===== config.mk =====
export PLATFORM = sky130hd
export DESIGN_NAME = instr_fetch_queue_flat
export DESIGN_NICKNAME = d
export VERILOG_FILES = /design/src/rtl/instr_fetch_queue_pkg.sv /design/src/rtl/instr_fetch_queue_if.sv /design/src/rtl/instr_fetch_queue_sync_fifo.sv /design/src/rtl/instr_fetch_queue.sv /design/src/flat_wrapper.sv
export SDC_FILE = /design/constraint.sdc
export NUM_CORES = 1
export LEC_CHECK = 0
export CAP_MARGIN = 15
export CORE_UTILIZATION = 57
export CTS_CLUSTER_DIAMETER = 60
export DETAILED_ROUTE_END_ITERATION = 10
export DONT_BUFFER_PORTS = 1
export PLACE_DENSITY_LB_ADDON = 0.25
export REMOVE_ABC_BUFFERS = 1
export SYNTH_ARGS = -nofsm -noshare
export SYNTH_HDL_FRONTEND = slang
export SYNTH_HIERARCHICAL = 1
export SYNTH_SLANG_ARGS = --single-unit

===== constraint.sdc =====
create_clock -name clk -period 2.3 [get_ports clk]
set_clock_uncertainty 0.1 [all_clocks]
set_input_delay 0.46 -clock clk [delete_from_list [all_inputs] [get_ports clk]]
set_output_delay 0.46 -clock clk [all_outputs]
set_load 0.03 [all_outputs]

===== src/rtl/instr_fetch_queue_pkg.sv =====
// Shared widths, defaults and FSM state encoding for the instruction fetch queue.
package instr_fetch_queue_pkg;

  localparam int FQ_ADDR_W   = 8;
  localparam int FQ_INSTR_W  = 10;
  localparam int FQ_DEPTH    = 4;
  localparam int FQ_RESET_PC = 0;

  typedef enum logic [1:0] {
    FQ_IDLE    = 2'd0,
    FQ_WAIT    = 2'd1,
    FQ_DISCARD = 2'd2
  } fq_state_e;

endpackage


===== src/rtl/instr_fetch_queue_if.sv =====
// Bundle of the instruction-memory handshake, redirect and decode-side valid/ready signals.
interface instr_fetch_queue_if
  import instr_fetch_queue_pkg::*;
#(
  parameter int ADDR_W  = FQ_ADDR_W,
  parameter int INSTR_W = FQ_INSTR_W
) ();

  logic               imem_req;
  logic [ADDR_W-1:0]  imem_addr;
  logic               imem_ack;
  logic [INSTR_W-1:0] imem_rdata;
  logic               redirect;
  logic [ADDR_W-1:0]  redirect_pc;
  logic               ins_valid;
  logic               ins_ready;
  logic [INSTR_W-1:0] ins_out;
  logic [ADDR_W-1:0]  ins_pc;

  modport master (
    output imem_req, imem_addr, ins_valid, ins_out, ins_pc,
    input  imem_ack, imem_rdata, redirect, redirect_pc, ins_ready
  );

  modport slave (
    input  imem_req, imem_addr, ins_valid, ins_out, ins_pc,
    output imem_ack, imem_rdata, redirect, redirect_pc, ins_ready
  );

endinterface


===== src/rtl/instr_fetch_queue_sync_fifo.sv =====
// Prefetch queue: synchronous FIFO with flush and a first-word-fall-through head.
module instr_fetch_queue_sync_fifo #(
  parameter int WIDTH = 18,
  parameter int DEPTH = 4
) (
  input  logic                   clk,
  input  logic                   reset,
  input  logic                   push,
  input  logic                   pop,
  input  logic                   flush,
  input  logic [WIDTH-1:0]       wdata,
  output logic [WIDTH-1:0]       rdata,
  output logic [$clog2(DEPTH):0] count
);

  localparam int PTR_W = $clog2(DEPTH);
  localparam int CNT_W = PTR_W + 1;
  localparam logic [CNT_W-1:0] FULL_CNT = CNT_W'(DEPTH);

  logic [WIDTH-1:0] mem [DEPTH];
  logic [PTR_W-1:0] wr_ptr;
  logic [PTR_W-1:0] rd_ptr;
  logic             do_push;
  logic             do_pop;

  assign do_push = push && (count != FULL_CNT);
  assign do_pop  = pop && (count != '0);
  assign rdata   = mem[rd_ptr];

  always_ff @(posedge clk) begin
    if (do_push && !flush) begin
      mem[wr_ptr] <= wdata;
    end
  end

  // Flush wins over a simultaneous push/pop so a redirect leaves the queue truly empty.
  always_ff @(posedge clk or negedge reset) begin
    if (!reset) begin
      wr_ptr <= '0;
      rd_ptr <= '0;
      count  <= '0;
    end else if (flush) begin
      wr_ptr <= '0;
      rd_ptr <= '0;
      count  <= '0;
    end else begin
      if (do_push) begin
        wr_ptr <= wr_ptr + PTR_W'(1);
      end
      if (do_pop) begin
        rd_ptr <= rd_ptr + PTR_W'(1);
      end
      case ({do_push, do_pop})
        2'b10:   count <= count + CNT_W'(1);
        2'b01:   count <= count - CNT_W'(1);
        default: count <= count;
      endcase
    end
  end

endmodule


===== src/rtl/instr_fetch_queue.sv =====
// Fetch stage: owns the fetch PC, runs the imem req/ack handshake and feeds decode
// from a small prefetch queue; a redirect flushes the queue and any in-flight word.
module instr_fetch_queue
  import instr_fetch_queue_pkg::*;
#(
  parameter int                ADDR_W   = FQ_ADDR_W,
  parameter int                INSTR_W  = FQ_INSTR_W,
  parameter int                DEPTH    = FQ_DEPTH,
  parameter logic [ADDR_W-1:0] RESET_PC = ADDR_W'(FQ_RESET_PC)
) (
  input logic                 clk,
  input logic                 reset,
  instr_fetch_queue_if.master bus
);

  localparam int CNT_W = $clog2(DEPTH) + 1;
  localparam logic [CNT_W-1:0] FULL_CNT = CNT_W'(DEPTH);

  fq_state_e                 state_q;
  fq_state_e                 state_d;
  logic [ADDR_W-1:0]         fetch_pc_q;
  logic [ADDR_W-1:0]         fetch_pc_d;
  logic [ADDR_W-1:0]         addr_q;
  logic [ADDR_W-1:0]         addr_d;
  logic [CNT_W-1:0]          count;
  logic [CNT_W-1:0]          count_after;
  logic                      push;
  logic                      pop;
  logic                      ins_valid;
  logic                      has_entry;
  logic [ADDR_W+INSTR_W-1:0] head;

  assign has_entry   = (count != '0);
  assign ins_valid   = has_entry && !bus.redirect;
  assign pop         = ins_valid && bus.ins_ready;
  assign count_after = pop ? count : count + CNT_W'(1);

  always_ff @(posedge clk or negedge reset) begin
    if (!reset) begin
      state_q    <= FQ_IDLE;
      fetch_pc_q <= RESET_PC;
      addr_q     <= RESET_PC;
    end else begin
      state_q    <= state_d;
      fetch_pc_q <= fetch_pc_d;
      addr_q     <= addr_d;
    end
  end

  // addr_q is kept apart from fetch_pc so a DISCARD keeps presenting the abandoned
  // address while fetch_pc already points at the redirect target.
  always_comb begin
    state_d    = state_q;
    fetch_pc_d = fetch_pc_q;
    addr_d     = addr_q;
    push       = 1'b0;
    unique case (state_q)
      FQ_IDLE: begin
        if (bus.redirect) begin
          fetch_pc_d = bus.redirect_pc;
        end else if (count < FULL_CNT) begin
          state_d = FQ_WAIT;
          addr_d  = fetch_pc_q;
        end
      end
      FQ_WAIT: begin
        if (bus.redirect) begin
          fetch_pc_d = bus.redirect_pc;
          state_d    = bus.imem_ack ? FQ_IDLE : FQ_DISCARD;
        end else if (bus.imem_ack) begin
          push       = 1'b1;
          fetch_pc_d = fetch_pc_q + ADDR_W'(1);
          addr_d     = fetch_pc_q + ADDR_W'(1);
          if (count_after >= FULL_CNT) begin
            state_d = FQ_IDLE;
          end
        end
      end
      FQ_DISCARD: begin
        if (bus.redirect) begin
          fetch_pc_d = bus.redirect_pc;
        end
        // Once the stale request completes it is over; a same-cycle redirect only moves fetch_pc.
        if (bus.imem_ack) begin
          state_d = FQ_IDLE;
        end
      end
      default: state_d = FQ_IDLE;
    endcase
  end

  instr_fetch_queue_sync_fifo #(
    .WIDTH (ADDR_W + INSTR_W),
    .DEPTH (DEPTH)
  ) u_fifo (
    .clk   (clk),
    .reset (reset),
    .push  (push),
    .pop   (pop),
    .flush (bus.redirect),
    .wdata ({fetch_pc_q, bus.imem_rdata}),
    .rdata (head),
    .count (count)
  );

  assign bus.imem_req  = (state_q != FQ_IDLE);
  assign bus.imem_addr = addr_q;
  assign bus.ins_valid = ins_valid;
  assign bus.ins_pc    = has_entry ? head[ADDR_W+INSTR_W-1 -: ADDR_W] : '0;
  assign bus.ins_out   = has_entry ? head[INSTR_W-1:0] : '0;

endmodule


===== src/flat_wrapper.sv =====
// flat-port wrapper written by rule: the top's interface ports become plain ports
module instr_fetch_queue_flat import instr_fetch_queue_pkg::*;
#(
  parameter int                ADDR_W   = FQ_ADDR_W,
  parameter int                INSTR_W  = FQ_INSTR_W,
  parameter int                DEPTH    = FQ_DEPTH,
  parameter logic [ADDR_W-1:0] RESET_PC = ADDR_W'(FQ_RESET_PC)
)
  (clk, reset, bus_imem_req, bus_imem_addr, bus_ins_valid, bus_ins_out, bus_ins_pc, bus_imem_ack, bus_imem_rdata, bus_redirect, bus_redirect_pc, bus_ins_ready);
  instr_fetch_queue_if #(.ADDR_W(ADDR_W), .INSTR_W(INSTR_W)) bus_i ();
  input logic clk;
  input logic reset;
  output wire logic [$bits(bus_i.imem_req)-1:0] bus_imem_req;
  output wire logic [$bits(bus_i.imem_addr)-1:0] bus_imem_addr;
  output wire logic [$bits(bus_i.ins_valid)-1:0] bus_ins_valid;
  output wire logic [$bits(bus_i.ins_out)-1:0] bus_ins_out;
  output wire logic [$bits(bus_i.ins_pc)-1:0] bus_ins_pc;
  input wire logic [$bits(bus_i.imem_ack)-1:0] bus_imem_ack;
  input wire logic [$bits(bus_i.imem_rdata)-1:0] bus_imem_rdata;
  input wire logic [$bits(bus_i.redirect)-1:0] bus_redirect;
  input wire logic [$bits(bus_i.redirect_pc)-1:0] bus_redirect_pc;
  input wire logic [$bits(bus_i.ins_ready)-1:0] bus_ins_ready;
  assign bus_imem_req = bus_i.imem_req;
  assign bus_imem_addr = bus_i.imem_addr;
  assign bus_ins_valid = bus_i.ins_valid;
  assign bus_ins_out = bus_i.ins_out;
  assign bus_ins_pc = bus_i.ins_pc;
  assign bus_i.imem_ack = bus_imem_ack;
  assign bus_i.imem_rdata = bus_imem_rdata;
  assign bus_i.redirect = bus_redirect;
  assign bus_i.redirect_pc = bus_redirect_pc;
  assign bus_i.ins_ready = bus_ins_ready;
  instr_fetch_queue #(.ADDR_W(ADDR_W), .INSTR_W(INSTR_W), .DEPTH(DEPTH), .RESET_PC(RESET_PC)) u_core (.clk(clk), .reset(reset), .bus(bus_i));
endmodule

==> results.json <==
{
  "setup_tns_ns": -0.753,
  "p_sw_share_pct": 25.9,
  "antenna_left": 0,
  "dieWidth_um": 89.8,
  "synthFlopType": "edfxtp_1",
  "n_antenna_cell": 0,
  "globalRouteTotalUtil_pct": 20.1,
  "via_per_inst": 5.66,
  "tightest_slew_ns": 0.492,
  "port_buffers": 0,
  "cp-end-kind": "primary output",
  "cp_data_arrival_time_ns": 1.81,
  "post-route-period-util_pct": 103,
  "clk_latency_ns": 0.34,
  "intPower_w": 0.00248,
  "drt_iter0_markers": 102,
  "areaGrowthSynthToFinish_pct": 14.2,
  "post_drt_wl_per_cell_um": 16.7,
  "slowest_delay_ns": 0.50,
  "violations": "negative setup slack",
  "synth.area.top_cells": "edfxtp_1 (49%), dfrtp_1 (14%), mux4_2 (9.2%)",
  "path_cells": "clkbuf_16, mux4_2, nor2b_1, buf_4",
  "tritoncts": "done",
  "cts_buffers": 9,
  "hp-start": "bus_redirect",
  "post_synth_inst_count": 305,
  "maxSlewViolCount": 0,
  "synthArstFlopShare_pct": 25.8,
  "power_w": 0.00334,
  "drt-total-wl_um": 7460,
  "synth_top_area_share_pct": 49.2,
  "grt_pass1_vias": 2547,
  "grt_pass1_wl_um": 12500,
  "post-place-ws_ns": 0.169,
  "synth_top_area_cell": "edfxtp_1",
  "p_leak_nw": 1.75,
  "clkTransAtPathRegs_ns": 0.09,
  "cp.required_ns": 1.74,
  "yosysWarningCount": 6,
  "maxCapViolCount": 0,
  "yosysMostFrequentCell": "edfxtp_1",
  "synth-seq-cells": 97,
  "fmax_mhz": 421,
  "syn-cell-area_um2": 4400,
  "ir_drop_v": 0.000359,
  "placed_area_um2": 4780,
  "drive_gt1_share_pct": 26.4,
  "ios": 51,
  "nFillCells": 545,
  "p_seq_share_pct": 63.8,
  "fp-row-count": 31,
  "dr.pass1.iters": 4,
  "period_minus_slack_ns": 2.37,
  "start_kind": "flip-flop",
  "clockBufferDepth": 2,
  "crit_family": "multiplexers",
  "p_sw_w": 0.000863,
  "synth_common_cells": "edfxtp_1 (72), dfrtp_1 (25), nor2b_1 (21)",
  "combPwrFrac_pct": 6.7,
  "rr_startpoint": "u_core/state_q[1]",
  "ys_types": 49,
  "rsz0062_at_grt": "true",
  "cp_slowest_cell": "mux4_2",
  "hold_viol": 0,
  "root_buffer": "clkbuf_8",
  "antenna_found_initial": 0,
  "p_clk_share_pct": 29.5,
  "start_util_pct": 59.7,
  "power_density_nw_per_um2": 665,
  "crit_buf_inv": 2,
  "fin_area_um2": 5020,
  "timing.hold.ws_ns": 0.0649,
  "core_area_um2": 7370,
  "nets": 372,
  "avgSynthCellArea_um2": 14.4,
  "overflow": 0,
  "drc": 0,
  "die_h_um": 89.8,
  "grt_max_degree": 26,
  "critPathKind": "reg -> out",
  "critPathLaunch": "u_core/u_fifo/rd_ptr[0]",
  "synth_edf_count": 72,
  "die_area_um2": 8070,
  "h-tree-depth": 3,
  "fin_ws_ns": -0.0747,
  "finalSetupViolCount": 18,
  "outcome": "complete, but fails checks",
  "max_slew_margin_pct": 67.2,
  "hold_class": "in -> reg",
  "yosysSeqAreaShare_pct": 63.4,
  "place_congestion": 0.821,
  "vias": 2528,
  "dp.final_hpwl_um": 4980,
  "cp_max_fo": 9,
  "cts_sinks": 97
}
[per-stage QoR]
step	utilization, %	cells
6_report	68.1	447
3_3_place_gp	64.8	427
2_1_floorplan	-	286
4_1_cts	67.8	446
5_1_grt	68.1	447
3_5_place_dp	64.8	427
[power groups by stage]
stage	sequential, W	combinational, W	clock, W
2_1_floorplan	0.00215	0.000155	0
3_3_place_gp	0.00217	0.000202	0
3_5_place_dp	0.00217	0.000208	0
4_1_cts	0.00213	0.000223	0.00101
5_1_grt	0.00215	0.000252	0.00108
6_report	0.00213	0.000222	0.000985
[logic make-up after synthesis]
group,after synthesis,share of synthesized area (%)
AOI/OAI and AO/OA,53,7.46
and+or+nand+nor,95,12.4
adders and majority gates,6,1.88
DFF,97,63.4
buffers and inverters,25,3.41
muxes,19,9.45
xor gates and xnor gates,10,1.99
[state kept, by name, summed over array words and instances, names as in the netlist]
register	flops
u_core/bus.imem_addr	8
u_core/fetch_pc_q	8
u_core/state_q	2
u_core/u_fifo/count	3
u_core/u_fifo/mem	72
u_core/u_fifo/rd_ptr	2
u_core/u_fifo/wr_ptr	2
[layer usage]
layer | track usage [%] | vias to the layer above | share of wire [%]
li1 | - | 1214 | -
met1 | 23.8 | 1237 | 41
met2 | 35.5 | 70 | 52
met3 | 4.91 | 7 | 5.4
met4 | 7.38 | 0 | 1.1
met5 | 0 | - | 0
[cell type report]
class | count | area [um2] | area share (%)
multi-input cells | 183 | 1460 | 29.2
well taps | 99 | 124 | 2.47
inverters | 6 | 25.0 | 0.498
flip-flops and latches | 97 | 2790 | 55.5
clock inverters | 6 | 51.3 | 1.02
repair buffers | 46 | 440 | 8.77
clock buffers | 10 | 128 | 2.54
[path summary, 6_finish.rpt]
path | end | slack [ns] | cells past startpoint
worst min-delay path | u_core/u_fifo/rd_ptr[0] | 0.06 | 1
min in group asynchronous | u_core/bus.imem_addr[1] | 0.46 | 2
worst max-delay path | bus_ins_pc[2] | -0.07 | 4
max in group asynchronous | u_core/u_fifo/rd_ptr[0] | 1.48 | 2
worst max register to register | u_core/u_fifo/count[1] | 0.23 | 6
worst min register to register | u_core/u_fifo/rd_ptr[1] | 0.45 | 2
[cells in the final DEF, fill, tap and decap left out, drive strengths merged, types with 2 or more instances in the layout]
master     n
or3        3
xor2       3
a21oi     18
nor3       6
nor2      11
nor2b     21
or2b       2
nand2b     5
dfrtp     25
nor3b      3
mux4      18
edfxtp    72
or2        3
a2111oi    2
ha         5
a31oi      2
nand3      6
o22ai      3
nand3b     3
xnor2      7
nand4      2
and2       6
o21ai     20
clkinvlp   3
inv        8
clkbuf    11
nand2     20
buf       44
[timing repair]
item,CTS,global route
gates resized for setup,0,1
buffers inserted,1,0
setup endpoints to repair,18,18
hold buffers,2,0
gates cloned,0,1
hold endpoints to repair,25,0
No activity file was read; power rests on OpenSTA's default activity.
